### src/rtl/seq_pkg.sv
// rtl/seq_pkg.sv - shared types and constants for the serial sequence transmitter/detectors
//
// Purpose: state encoding for seq_pattern_tx and the default pattern shared
// with the detector benches.
package seq_pkg;

  typedef enum logic [1:0] {
    IDLE  = 2'd0,
    SHIFT = 2'd1,
    GAP   = 2'd2,
    FIN   = 2'd3
  } seq_state_e;

  localparam logic [2:0] SEQ_101 = 3'b101;

endpackage

### src/rtl/seq_down_counter.sv
// rtl/seq_down_counter.sv - loadable down-counter with zero flag
//
// Purpose: holds a remaining-count value; load has priority over dec and the
// counter saturates at zero.
// Ports:
//   clk      - rising-edge clock
//   reset    - synchronous, active-high reset (count clears to 0)
//   load     - load load_val this cycle
//   load_val - value to load
//   dec      - decrement by one (ignored when load is high or count is 0)
//   zero     - count is currently 0
module seq_down_counter #(
  parameter int W = 4
) (
  input  logic         clk,
  input  logic         reset,
  input  logic         load,
  input  logic [W-1:0] load_val,
  input  logic         dec,
  output logic         zero
);

  logic [W-1:0] count_q;
  logic [W-1:0] count_d;

  always_comb begin
    count_d = count_q;
    if (load) begin
      count_d = load_val;
    end else if (dec && (count_q != '0)) begin
      count_d = count_q - W'(1);
    end
  end

  always_ff @(posedge clk) begin
    if (reset) begin
      count_q <= '0;
    end else begin
      count_q <= count_d;
    end
  end

  assign zero = (count_q == '0);

endmodule

### src/rtl/seq_pattern_tx.sv
// rtl/seq_pattern_tx.sv - serial pattern transmitter, MSB-first with repeats and gaps
//
// Purpose: latches a PAT_W-bit pattern and sends it repeat_cnt times on a
// one-bit line, with `gap` idle cycles between repeats. All outputs are
// registered.
// Ports:
//   clk        - rising-edge clock
//   reset      - synchronous, active-high reset
//   start      - job request, sampled only in IDLE
//   pattern    - pattern to send, MSB first
//   repeat_cnt - number of pattern transmissions (0 = none)
//   gap        - idle cycles between consecutive repeats
//   out        - serial bit, 0 whenever out_valid is 0
//   out_valid  - out carries a pattern bit
//   busy       - job in progress
//   done       - one-cycle pulse at end of job
module seq_pattern_tx
  import seq_pkg::*;
#(
  parameter int PAT_W = 3,
  parameter int CNT_W = 4,
  parameter int GAP_W = 4
) (
  input  logic             clk,
  input  logic             reset,
  input  logic             start,
  input  logic [PAT_W-1:0] pattern,
  input  logic [CNT_W-1:0] repeat_cnt,
  input  logic [GAP_W-1:0] gap,
  output logic             out,
  output logic             out_valid,
  output logic             busy,
  output logic             done
);

  localparam int IDX_W = $clog2(PAT_W);
  localparam logic [IDX_W-1:0] IDX_MSB = IDX_W'(PAT_W - 1);

  seq_state_e       state_q, state_d;
  logic [IDX_W-1:0] idx_q, idx_d;
  logic [PAT_W-1:0] pat_q, pat_d;
  logic [GAP_W-1:0] gap_q, gap_d;
  logic             out_q, out_d;
  logic             out_valid_q, out_valid_d;
  logic             busy_q, busy_d;
  logic             done_q, done_d;

  logic             rep_load, rep_dec, rep_zero;
  logic [CNT_W-1:0] rep_val;
  logic             gcnt_load, gcnt_dec, gcnt_zero;
  logic [GAP_W-1:0] gcnt_val;
  logic [IDX_W-1:0] idx_dn;

  // Repeat counter holds the number of repeats still to send after the
  // current one, so the zero flag at the LSB means "this was the last".
  seq_down_counter #(.W(CNT_W)) u_rep_cnt (
    .clk      (clk),
    .reset    (reset),
    .load     (rep_load),
    .load_val (rep_val),
    .dec      (rep_dec),
    .zero     (rep_zero)
  );

  // Gap counter holds gap cycles remaining after the current one.
  seq_down_counter #(.W(GAP_W)) u_gap_cnt (
    .clk      (clk),
    .reset    (reset),
    .load     (gcnt_load),
    .load_val (gcnt_val),
    .dec      (gcnt_dec),
    .zero     (gcnt_zero)
  );

  assign idx_dn = idx_q - IDX_W'(1);

  // Outputs are computed for the state being entered, so the registered
  // out/out_valid/busy/done line up with state_q in the same cycle.
  always_comb begin
    state_d     = state_q;
    idx_d       = idx_q;
    pat_d       = pat_q;
    gap_d       = gap_q;
    out_d       = 1'b0;
    out_valid_d = 1'b0;
    busy_d      = 1'b0;
    done_d      = 1'b0;
    rep_load    = 1'b0;
    rep_val     = '0;
    rep_dec     = 1'b0;
    gcnt_load   = 1'b0;
    gcnt_val    = '0;
    gcnt_dec    = 1'b0;

    case (state_q)
      IDLE: begin
        if (start) begin
          pat_d    = pattern;
          gap_d    = gap;
          rep_load = 1'b1;
          busy_d   = 1'b1;
          if (repeat_cnt != '0) begin
            rep_val     = repeat_cnt - CNT_W'(1);
            state_d     = SHIFT;
            idx_d       = IDX_MSB;
            out_d       = pattern[PAT_W-1];
            out_valid_d = 1'b1;
          end else begin
            state_d = FIN;
          end
        end
      end

      SHIFT: begin
        busy_d = 1'b1;
        if (idx_q != '0) begin
          idx_d       = idx_dn;
          out_d       = pat_q[idx_dn];
          out_valid_d = 1'b1;
        end else if (rep_zero) begin
          state_d = FIN;
          busy_d  = 1'b0;
          done_d  = 1'b1;
        end else begin
          rep_dec = 1'b1;
          if (gap_q == '0) begin
            idx_d       = IDX_MSB;
            out_d       = pat_q[PAT_W-1];
            out_valid_d = 1'b1;
          end else begin
            state_d   = GAP;
            gcnt_load = 1'b1;
            gcnt_val  = gap_q - GAP_W'(1);
          end
        end
      end

      GAP: begin
        busy_d = 1'b1;
        if (gcnt_zero) begin
          state_d     = SHIFT;
          idx_d       = IDX_MSB;
          out_d       = pat_q[PAT_W-1];
          out_valid_d = 1'b1;
        end else begin
          gcnt_dec = 1'b1;
        end
      end

      FIN: begin
        // A normal job enters FIN with done already raised. A zero-repeat
        // job enters with done low and spends one cycle here to raise it,
        // which places its done pulse two cycles after start.
        if (done_q) begin
          state_d = IDLE;
        end else begin
          done_d = 1'b1;
        end
      end

      default: state_d = IDLE;
    endcase
  end

  always_ff @(posedge clk) begin
    if (reset) begin
      state_q     <= IDLE;
      idx_q       <= '0;
      pat_q       <= '0;
      gap_q       <= '0;
      out_q       <= 1'b0;
      out_valid_q <= 1'b0;
      busy_q      <= 1'b0;
      done_q      <= 1'b0;
    end else begin
      state_q     <= state_d;
      idx_q       <= idx_d;
      pat_q       <= pat_d;
      gap_q       <= gap_d;
      out_q       <= out_d;
      out_valid_q <= out_valid_d;
      busy_q      <= busy_d;
      done_q      <= done_d;
    end
  end

  assign out       = out_q;
  assign out_valid = out_valid_q;
  assign busy      = busy_q;
  assign done      = done_q;

endmodule

### config.mk
export PLATFORM = sky130hd
export DESIGN_NAME = seq_pattern_tx
export DESIGN_NICKNAME = d
export VERILOG_FILES = /design/src/rtl/seq_pkg.sv /design/src/rtl/seq_down_counter.sv /design/src/rtl/seq_pattern_tx.sv
export SDC_FILE = /design/constraint.sdc
export NUM_CORES = 1
export LEC_CHECK = 0
export CAP_MARGIN = 20
export CORE_MARGIN = 4
export CORE_UTILIZATION = 45
export DETAILED_ROUTE_END_ITERATION = 6
export GPL_TIMING_DRIVEN = 0
export PLACE_DENSITY = 0.69
export SLEW_MARGIN = 20
export SYNTH_ARGS = -nofsm -noshare
export SYNTH_HDL_FRONTEND = slang
export SYNTH_SLANG_ARGS = --single-unit
### constraint.sdc
create_clock -name clk -period 1.4 [get_ports clk]
set_input_delay 0.28 -clock clk [delete_from_list [all_inputs] [get_ports clk]]
set_output_delay 0.28 -clock clk [all_outputs]
set_load 0.02 [all_outputs]
Word level (Yosys, flattened, before mapping)
Index checks and enable logic that the tools add are counted.
{"block": "classes", "muxes": 59, "n_addsub": 5, "n_lt_le_gt_ge": 1, "reduce_logical": 16, "n_eq_ne": 11}
{"operator": "$mux W4", "n": 11}
{"operator": "$mux W1", "n": 28}
{"operator": "$mux W2", "n": 13}
{"operator": "$sub A4 B1 Y4 const B", "n": 4}
{"operator": "$logic_not A4 Y1", "n": 3}
{"operator": "$reduce_bool A4 Y1", "n": 3}
{"operator": "$ne A2 B2 Y1 const B", "n": 5}
{"operator": "$ne A3 B3 Y1 const B", "n": 3}
{"operator": "$pmux W1 S3", "n": 3}
{"operator": "$pmux W2 S4", "n": 1}
{"operator": "$pmux W2 S3", "n": 1}
{"operator": "$reduce_and A6 Y1", "n": 1}
{"operator": "$reduce_bool A2 Y1", "n": 3}
{"operator": "$reduce_and A5 Y1", "n": 1}
{"operator": "$eq A2 B2 Y1 const B", "n": 2}
{"operator": "$lt A2 B3 Y1 const B", "n": 1}
{"operator": "$reduce_bool A3 Y1", "n": 1}
{"operator": "$bmux W1 S2", "n": 1}
{"operator": "$eq A2 B1 Y1 const B", "n": 1}
{"operator": "$logic_and A1 B1 Y1", "n": 2}
{"operator": "$logic_not A2 Y1", "n": 1}
{"operator": "$pmux W1 S2", "n": 1}
{"operator": "$reduce_and A2 Y1", "n": 1}
{"operator": "$sub A2 B1 Y2 const B", "n": 1}
{"block": "word_totals", "input_bits": 14, "output_inout_bits": 4, "register_bits": 23, "wordCells": 102}

Logic depth before layout (Yosys ltp)
Gate-level depths: netlist of run 1.
{"block": "depth", "ltp_word": 7, "ltp_mapped": 6, "depth_no_buf": 6}

By module
Synthesis of run 1 repeated with hierarchy kept, for this count alone.
{"block": "hier_totals", "hier_cells": 174, "hier_area_um2": 1505.2}
{"mod": "seq_pattern_tx", "seq_area_each_um2": 300.3, "n_inst": 1, "area_each_um2": 979.7, "cells_each": 116}
{"mod": "seq_down_counter", "seq_area_each_um2": 80.1, "n_inst": 2, "area_each_um2": 262.8, "cells_each": 29}

Worst setup path after synthesis of run 1
No wires, ideal clock.
{"block": "synth_path", "path_kind": "register to register", "start": "register u_rep_cnt.count_q[0]", "end": "register state_q[1]", "arrival_ns": 1.457, "path_buffers": 0, "setup_slack_ns": -0.129, "path_stages_with_launch": 7, "path_cell_list": "dfxtp_1 inv_1 ha_1 nor3b_2 nor3_1 a211oi_1 mux2i_1"}
{"block": "synth_via", "elab_chain_len": 4, "elab_cells_between_ends": 6, "classes_between": "1 x eq/ne; 3 x mux; 2 x reduce/logical"}
{"item": "from (decl)", "line_no": "seq_down_counter.sv:23", "rtl": "logic [W-1:0] count_q;"}
{"item": "from (signal assigned)", "line_no": "seq_down_counter.sv:39", "rtl": "count_q <= count_d;"}
{"item": "$logic_not A4 Y1 *", "line_no": "seq_down_counter.sv:43", "rtl": "assign zero = (count_q == '0);"}
{"item": "$mux W2", "line_no": "seq_pattern_tx.sv:120", "rtl": "end else if (rep_zero) begin"}
{"item": "$mux W2", "line_no": "seq_pattern_tx.sv:116", "rtl": "if (idx_q != '0) begin"}
{"item": "$pmux W2 S4", "line_no": "seq_pattern_tx.sv:95", "rtl": "case (state_q)"}
{"item": "to (signal assigned)", "line_no": "seq_pattern_tx.sv:176", "rtl": "state_q <= state_d;"}
{"item": "to (decl)", "line_no": "seq_pattern_tx.sv:39", "rtl": "seq_state_e state_q, state_d;"}
Every way passes the cells marked *; elsewhere a longest branch is shown, timed or not. The select of a mux whose other input is x is not followed.
A chain may end at the register's enable or synchronous reset.

Worst setup path after layout of run 1
{"block": "layout_path", "start": "register gap_q[1]", "end": "register idx_q[0]"}
{"block": "layout_via", "elab_chain_len": 3}
{"item": "from (decl)", "line_no": "seq_pattern_tx.sv:42", "rtl": "logic [GAP_W-1:0] gap_q, gap_d;"}
{"item": "from (signal assigned)", "line_no": "seq_pattern_tx.sv:179", "rtl": "gap_q <= gap_d;"}
{"item": "$logic_not A4 Y1", "line_no": "seq_pattern_tx.sv:126", "rtl": "if (gap_q == '0) begin"}
{"item": "$ne A3 B3 Y1 (no source line)"}
{"item": "$reduce_and A6 Y1 (no source line)"}
{"item": "to (signal assigned)", "line_no": "seq_pattern_tx.sv:177", "rtl": "idx_q <= idx_d;"}
{"item": "to (decl)", "line_no": "seq_pattern_tx.sv:40", "rtl": "logic [IDX_W-1:0] idx_q, idx_d;"}
Every way passes these cells.

==> metrics, run 1 <==
status=finished, violations left; failing checks=setup timing; Worst EP arrival=just under 2000 ps; Max-slew headroom=67.9%; Hold Crit Class=input pin to flip-flop; Synth Flop Type=dfxtp_1; Die Ht=64.5 um; vias in the first global route=1432; Seq pwr share=25.1%; Setup CP Type=flip-flop to flip-flop; Synth area leader=dfxtp_1; Critical Path, Cell by Cell=inv_2 -> ha_4 -> or3b_4 -> o21a_1 -> nor3_2 -> a41o_1; RSZ-0062 raised after global routing=yes; Internal Power=around 2.3 mW; grt total ovfl=0; Root Buffer=clkbuf_4; CTS tree=done; post-synthesis average cell area=8.56 um2; slowest CP cell=or3b_4; CTS buffer count=3; final hold violation count=0; maximum vdd drop=0.000735 V; Routed WL=between 4000 and 5000 um; DRC viols=0; Layout Skew=1.47 ps; GP Congestion=0.849; final design utilization=70.6%; Worst Path Required=around 1700 ps; power density over the cells=1840 nW/um2; die area=4160 um2; dpl ws=-785 ps; Switch Pwr=1.71 mW; Sw Share=43.1%; Final nets=242; Synth top cells by count=nand2_1, dfxtp_1, a21oi_1; via count=1479; WL per Instance=16.8 um; Worst-Margin Slew=482 ps; Synth top area share=between 30% and 40%; first-pass GRT wire length=approximately 6700 um; Global Route Usage Sum=20.5%; post-route worst setup slack=-258 ps; layout cells sized above 1=41.7%; number of I/O pins=18; CP Max Fanout=4; EDFF count, synth=0; initial antenna violation count=0; DP HPWL=~2600 um; minimum clock period=around 1700 ps; most frequent cell after synthesis=nand2_1; LEAKAGE=roughly 0.86 nW; period utilisation layout=118%; combinational share of power=67.0%; Layout area overhead=50.0%; drt first pass iters=4; critical path's largest stage delay=410 ps; f_max=0.603 GHz; Clock Latency Late Sink=310 ps; CP Launch Type=flip-flop; sequential area share after synthesis=32.0%; DRT iter0 DRCs=103; synthesized netlist cell count=168; max-cap viol count=0; largest net degree at the start of global routing=13; H-tree Lvls=1; deepest clock path buffer count=2; Core ar.=3050 um2; Setup crit end kind=flip-flop; Mapped Nets=191; Clk pwr share=7.9%; Cell Rows=20; clock slew at reported path FFs=130 ps; main area contributors after synthesis=dfxtp_1, ha_1, nand2_1; CTS Sinks=23; post-synthesis cell type count=57; Post-Syn Area=1440 um2; Vias/cell=~5.6; die width=64.5 um; Final ANT Viol Nets=0; port buffer count=16; Finish-stage setup viols=13; synth warn=0; diode count=0; Slew Limit Fails=0; ys async rst share=0%; initial core utilization=47.1%; FF+latch count, synth=23
-- area by class of cell --
cell class	instances	area (um2)
Buffer	6	37.5
Inverter	12	45.0
Multi-Input combinational cell	127	1130
Clock buffer	4	26.3
Tap cell	44	55.1
Fill cell	226	897
Timing Repair Buffer	46	390
Sequential cell	23	473
-- per-stage QoR --
stage                     instances  power, mW  cell area, um2  setup TNS [ps]  hold WS (ps)
after floorplan                 168       2.27            1510            -164           408
after global placement          228       2.63            1730           -6860           447
after detailed placement        228       2.68            1730           -7350           450
after CTS                       255       3.55            2040           -1640           418
after global routing            262       4.20            2160           -2890           452
final                           262       3.96            2160           -2010           441
-- flip-flops by register name (all words and copies together), names as in the netlist --
| name | flops |
|---|---|
| busy | 1 |
| u_rep_cnt.count_q | 4 |
| gap_q | 4 |
| pat_q | 3 |
| out_valid | 1 |
| u_gap_cnt.count_q | 4 |
| state_q | 2 |
| out | 1 |
| done | 1 |
| idx_q | 2 |
-- final timing paths --
| kind | startpoint | to | slack (ps) | depth (start not counted) |
|---|---|---|---|---|
| worst max-delay path | gap_q[1]$_SDFFE_PP0P_ | idx_q[0]$_SDFFE_PP0P_ | -260 | 6 |
| worst min register to register | pat_q[1]$_SDFFE_PP0P_ | pat_q[1]$_SDFFE_PP0P_ | 470 | 2 |
| worst max register to register | gap_q[1]$_SDFFE_PP0P_ | idx_q[0]$_SDFFE_PP0P_ | -260 | 6 |
| worst min-delay path | repeat_cnt[0] | u_rep_cnt.count_q[0]$_SDFFE_PP0P_ | 440 | 4 |
-- logic make-up after synthesis --
| family | synth area share [%] |
|---|---|
| simple gates | 25.9 |
| buf+inv | 5.40 |
| mux | 4.96 |
| flops | 32.0 |
| compound gates | 20.3 |
| fa+ha+maj | 7.83 |
| xor+xnor | 3.66 |
-- cells in the final DEF, fill, tap and decap left out, types with 3 or more instances in the layout --
cell type,count
nor3b_4,4
buf_6,3
mux2i_1,6
inv_2,10
buf_4,31
clkbuf_1,3
or3b_4,3
ha_1,4
dlygate4sd2_1,5
clkbuf_4,3
xor2_1,4
nand2_1,23
dfxtp_1,15
dfxtp_2,7
clkdlybuf4s50_1,11
ha_4,4
a21oi_1,13
nor2_1,5
-- critical path: cells and delay by family, from the launching register on --
family	cells	cell delay, ps
buffers and inverters	1	70
flip-flops	1	340
adder cells (fa/ha/maj)	1	120
AO/OA/AOI/OAI	2	450
AND/OR/NAND/NOR	2	620
-- routing by layer --
layer | wire length [um] | track usage, %
met2 | 2210 | 33.5
met5 | 0 | 0
met1 | 1820 | 25.2
met3 | 249 | 4.51
met4 | 121 | 10.3
-- power groups by stage --
stage	Clock (mW)	Combinational, mW	Sequential, mW
3_5_place_dp	0	1.68	0.991
6_report	0.315	2.65	0.994
4_1_cts	0.321	2.25	0.978
3_3_place_gp	0	1.65	0.977
5_1_grt	0.355	2.83	1.02
2_1_floorplan	0	1.28	0.994
-- timing repair --
| action | CTS | global route |
|---|---|---|
| gates cloned | 0 | 0 |
| hold buffers | 0 | 0 |
| pin swaps | 15 | 10 |
| endpoints found under the setup margin | 18 | 23 |
| resized for setup | 37 | 13 |
| setup buffers | 23 | 7 |
(Power assumes the default switching activity.)
==> run 2: changes to the inputs <==
--- a/config.mk
+++ b/config.mk
@@ -7,10 +7,10 @@
 export LEC_CHECK = 0
 export CAP_MARGIN = 20
 export CORE_MARGIN = 4
-export CORE_UTILIZATION = 45
+export CORE_UTILIZATION = 49
 export DETAILED_ROUTE_END_ITERATION = 6
-export GPL_TIMING_DRIVEN = 0
-export PLACE_DENSITY = 0.69
+export GPL_TIMING_DRIVEN = 1
+export PLACE_DENSITY = 0.75
 export SLEW_MARGIN = 20
 export SYNTH_ARGS = -nofsm -noshare
 export SYNTH_HDL_FRONTEND = slang
==> run 2 against run 1 <==
  * Clock power hardly changed
  * Global-route usage is 0.85 points higher
  * Critical path type unchanged
  * Maximum frequency is 4.6% higher
  * Die area is 7.2% lower
  * The run still ends with setup timing left
  * First-iteration DRC count is 21% lower
  * Combinational power hardly changed
  * Worst setup slack better by 74 ps
  * Utilization is 13 points higher
==> metrics, run 2 (same netlist as run 1, synthesis figures left out) <==
R2R Path Start=gap_q[0]$_SDFFE_PP0P_ (was gap_q[1]$_SDFFE_PP0P_); Core ar.=2780 um2 (was 3050 um2); most frequent cells in the layout=buf_4, nand2_1, dfxtp_1 (unchanged); worst hold path endpoint=u_rep_cnt.count_q[0]$_SDFFE_PP0P_ (unchanged); Worst Path Required=1620 ps (was 1670 ps); Vias/cell=5.78 (was 5.65); status=finished, violations left (unchanged); H-tree Lvls=1 (unchanged); DRC viols=0 (unchanged); die area=3860 um2 (was 4160 um2); deepest clock path buffer count=2 (unchanged); CTS tree=done (unchanged); grt total ovfl=0 (unchanged); minimum clock period=1580 ps (was 1660 ps); DP HPWL=3040 um (was 2570 um); CTS Sinks=23 (unchanged); critical path's largest stage delay=440 ps (was 410 ps); Worst-Margin Slew=361 ps (was 482 ps); power density over the cells=1720 nW/um2 (was 1840 nW/um2); drt first pass iters=4 (unchanged); port buffer count=17 (was 16); largest net degree at the start of global routing=14 (was 13); clock slew at reported path FFs=130 ps (about the same); layout filler cell count=162 (was 226); vias in the first global route=1574 (was 1432); Slew Limit Fails=0 (unchanged); maximum vdd drop=0.00134 V (was 0.000735 V); number of I/O pins=18 (unchanged); slowest CP cell=or3b_4 (unchanged); final hold violation count=0 (unchanged); f_max=0.631 GHz (was 0.603 GHz); max-cap viol count=0 (unchanged); Layout area overhead=61.4% (was 50.0%); first-pass GRT wire length=6940 um (was 6740 um); post-route worst setup slack=-185 ps (was -258 ps); Setup CP Type=flip-flop to flip-flop (unchanged); DRT iter0 DRCs=81 (was 103); Setup crit end kind=flip-flop (unchanged); initial core utilization=51.7% (was 47.1%); LEAKAGE=0.976 nW (was 0.856 nW); die width=62.2 um (was 64.5 um); CP Max Fanout=6 (was 4); Final ANT Viol Nets=0 (unchanged); failing checks=setup timing (unchanged); WHS=398 ps (was 441 ps); Final nets=262 (was 242); dpl ws=-542 ps (was -785 ps); biggest regs=gap_q x4, u_gap_cnt.count_q x4, u_rep_cnt.count_q x4 (unchanged); RSZ-0062 raised after global routing=yes (unchanged); CTS buffer count=3 (unchanged); diode count=0 (unchanged); reg2reg path depth=6 (unchanged); Clock Latency Late Sink=320 ps (was 310 ps); worst flop-to-flop path endpoint=idx_q[0]$_SDFFE_PP0P_ (unchanged); Routed WL=4410 um (was 4400 um); Max-slew headroom=75.9% (was 67.9%); CP Launch Type=flip-flop (unchanged); initial antenna violation count=0 (unchanged); cell depth of the worst hold path=5 (was 4); layout cells sized above 1=50.0% (was 41.7%); Cell Rows=19 (was 20); Layout Skew=6.55 ps (was 1.47 ps); period utilisation layout=113% (was 118%); WL per Instance=16.4 um (was 16.8 um); Finish-stage setup viols=14 (was 13); GP Congestion=0.826 (was 0.849); Hold Crit Class=input pin to flip-flop (unchanged); Critical Path, Cell by Cell=inv_2 -> ha_4 -> or3b_4 -> o21ai_2 -> a311oi_2 -> a41o_1 (was inv_2 -> ha_4 -> or3b_4 -> o21a_1 -> nor3_2 -> a41o_1); Worst EP arrival=1800 ps (was 1930 ps); Root Buffer=clkbuf_4 (unchanged); Die Ht=62.2 um (was 64.5 um); Global Route Usage Sum=21.3% (was 20.5%); most common cell after layout, fill and taps aside=buf_4 (unchanged); worst reg2reg setup slack=-180 ps (was -260 ps); via count=1556 (was 1479); HP Start=repeat_cnt[0] (unchanged)
-- run 2: how the worst max path moves through the flow --
stage / start / endpoint
2_1_floorplan: gap_q[0]$_SDFFE_PP0P_ / idx_q[1]$_SDFFE_PP0P_
3_3_place_gp: repeat_cnt[0] / idx_q[0]$_SDFFE_PP0P_
3_5_place_dp: repeat_cnt[0] / idx_q[0]$_SDFFE_PP0P_
4_1_cts: gap_q[1]$_SDFFE_PP0P_ / idx_q[1]$_SDFFE_PP0P_
5_1_grt: idx_q[0]$_SDFFE_PP0P_ / idx_q[1]$_SDFFE_PP0P_
6_report: gap_q[0]$_SDFFE_PP0P_ / idx_q[0]$_SDFFE_PP0P_
-- run 2: critical path, delay by kind of cell (launching register included) --
| family | cells | cell delay (ps) |
|---|---|---|
| AOI/OAI and AO/OA | 3 | 520 |
| DFF | 1 | 350 |
| and+or+nand+nor | 1 | 440 |
| adders and majority gates | 1 | 120 |
| buffers and inverters | 1 | 70 |
-- run 2: stage by stage --
step	setup TNS, ps	power, mW	area, um2	utilization (%)	std cells
after floorplan	-164	2.27	1510	-	168
after global placement	-4730	3.01	2020	72.8	255
after detailed placement	-5800	3.09	2020	72.8	255
after CTS	-1470	3.72	2200	79.3	266
after global routing	-2730	4.29	2320	83.4	269
final	-1490	4.00	2320	83.4	269
-- run 2: where the power goes --
group | internal [mW] | switching, mW | total, mW
Combinational | 1.38 | 1.28 | 2.67
Sequential | 0.836 | 0.183 | 1.02
Clock | 0.107 | 0.208 | 0.315
-- run 2: area by class of cell --
class / instances / area (um2) / share of cell area, %
Sequential cell: 23 / 475 / 20.5
Timing Repair Buffer: 72 / 599 / 25.8
Clock inverter: 1 / 5.00 / 0.216
Multi-Input combinational cell: 127 / 1130 / 48.8
Clock buffer: 3 / 22.5 / 0.970
Inverter: 12 / 47.5 / 2.05
Tap cell: 31 / 38.8 / 1.67
-- run 2: layer usage --
layer / global-route usage (%) / part of all wire (%) / routed length (um) / vias up
met4: 4.07 / 0.29 / 13 / 0
li1: - / - / - / 745
met5: 0 / 0 / 0 / -
met2: 37.4 / 51 / 2260 / 51
met3: 3.42 / 4.0 / 178 / 2
met1: 27.3 / 44 / 1960 / 758
-- run 2: timing repair --
item,4_1_cts,5_1_grt
hold buffers,0,0
gates resized for setup,34,20
pin swaps,11,7
setup buffers,9,3
endpoints found under the setup margin,25,21
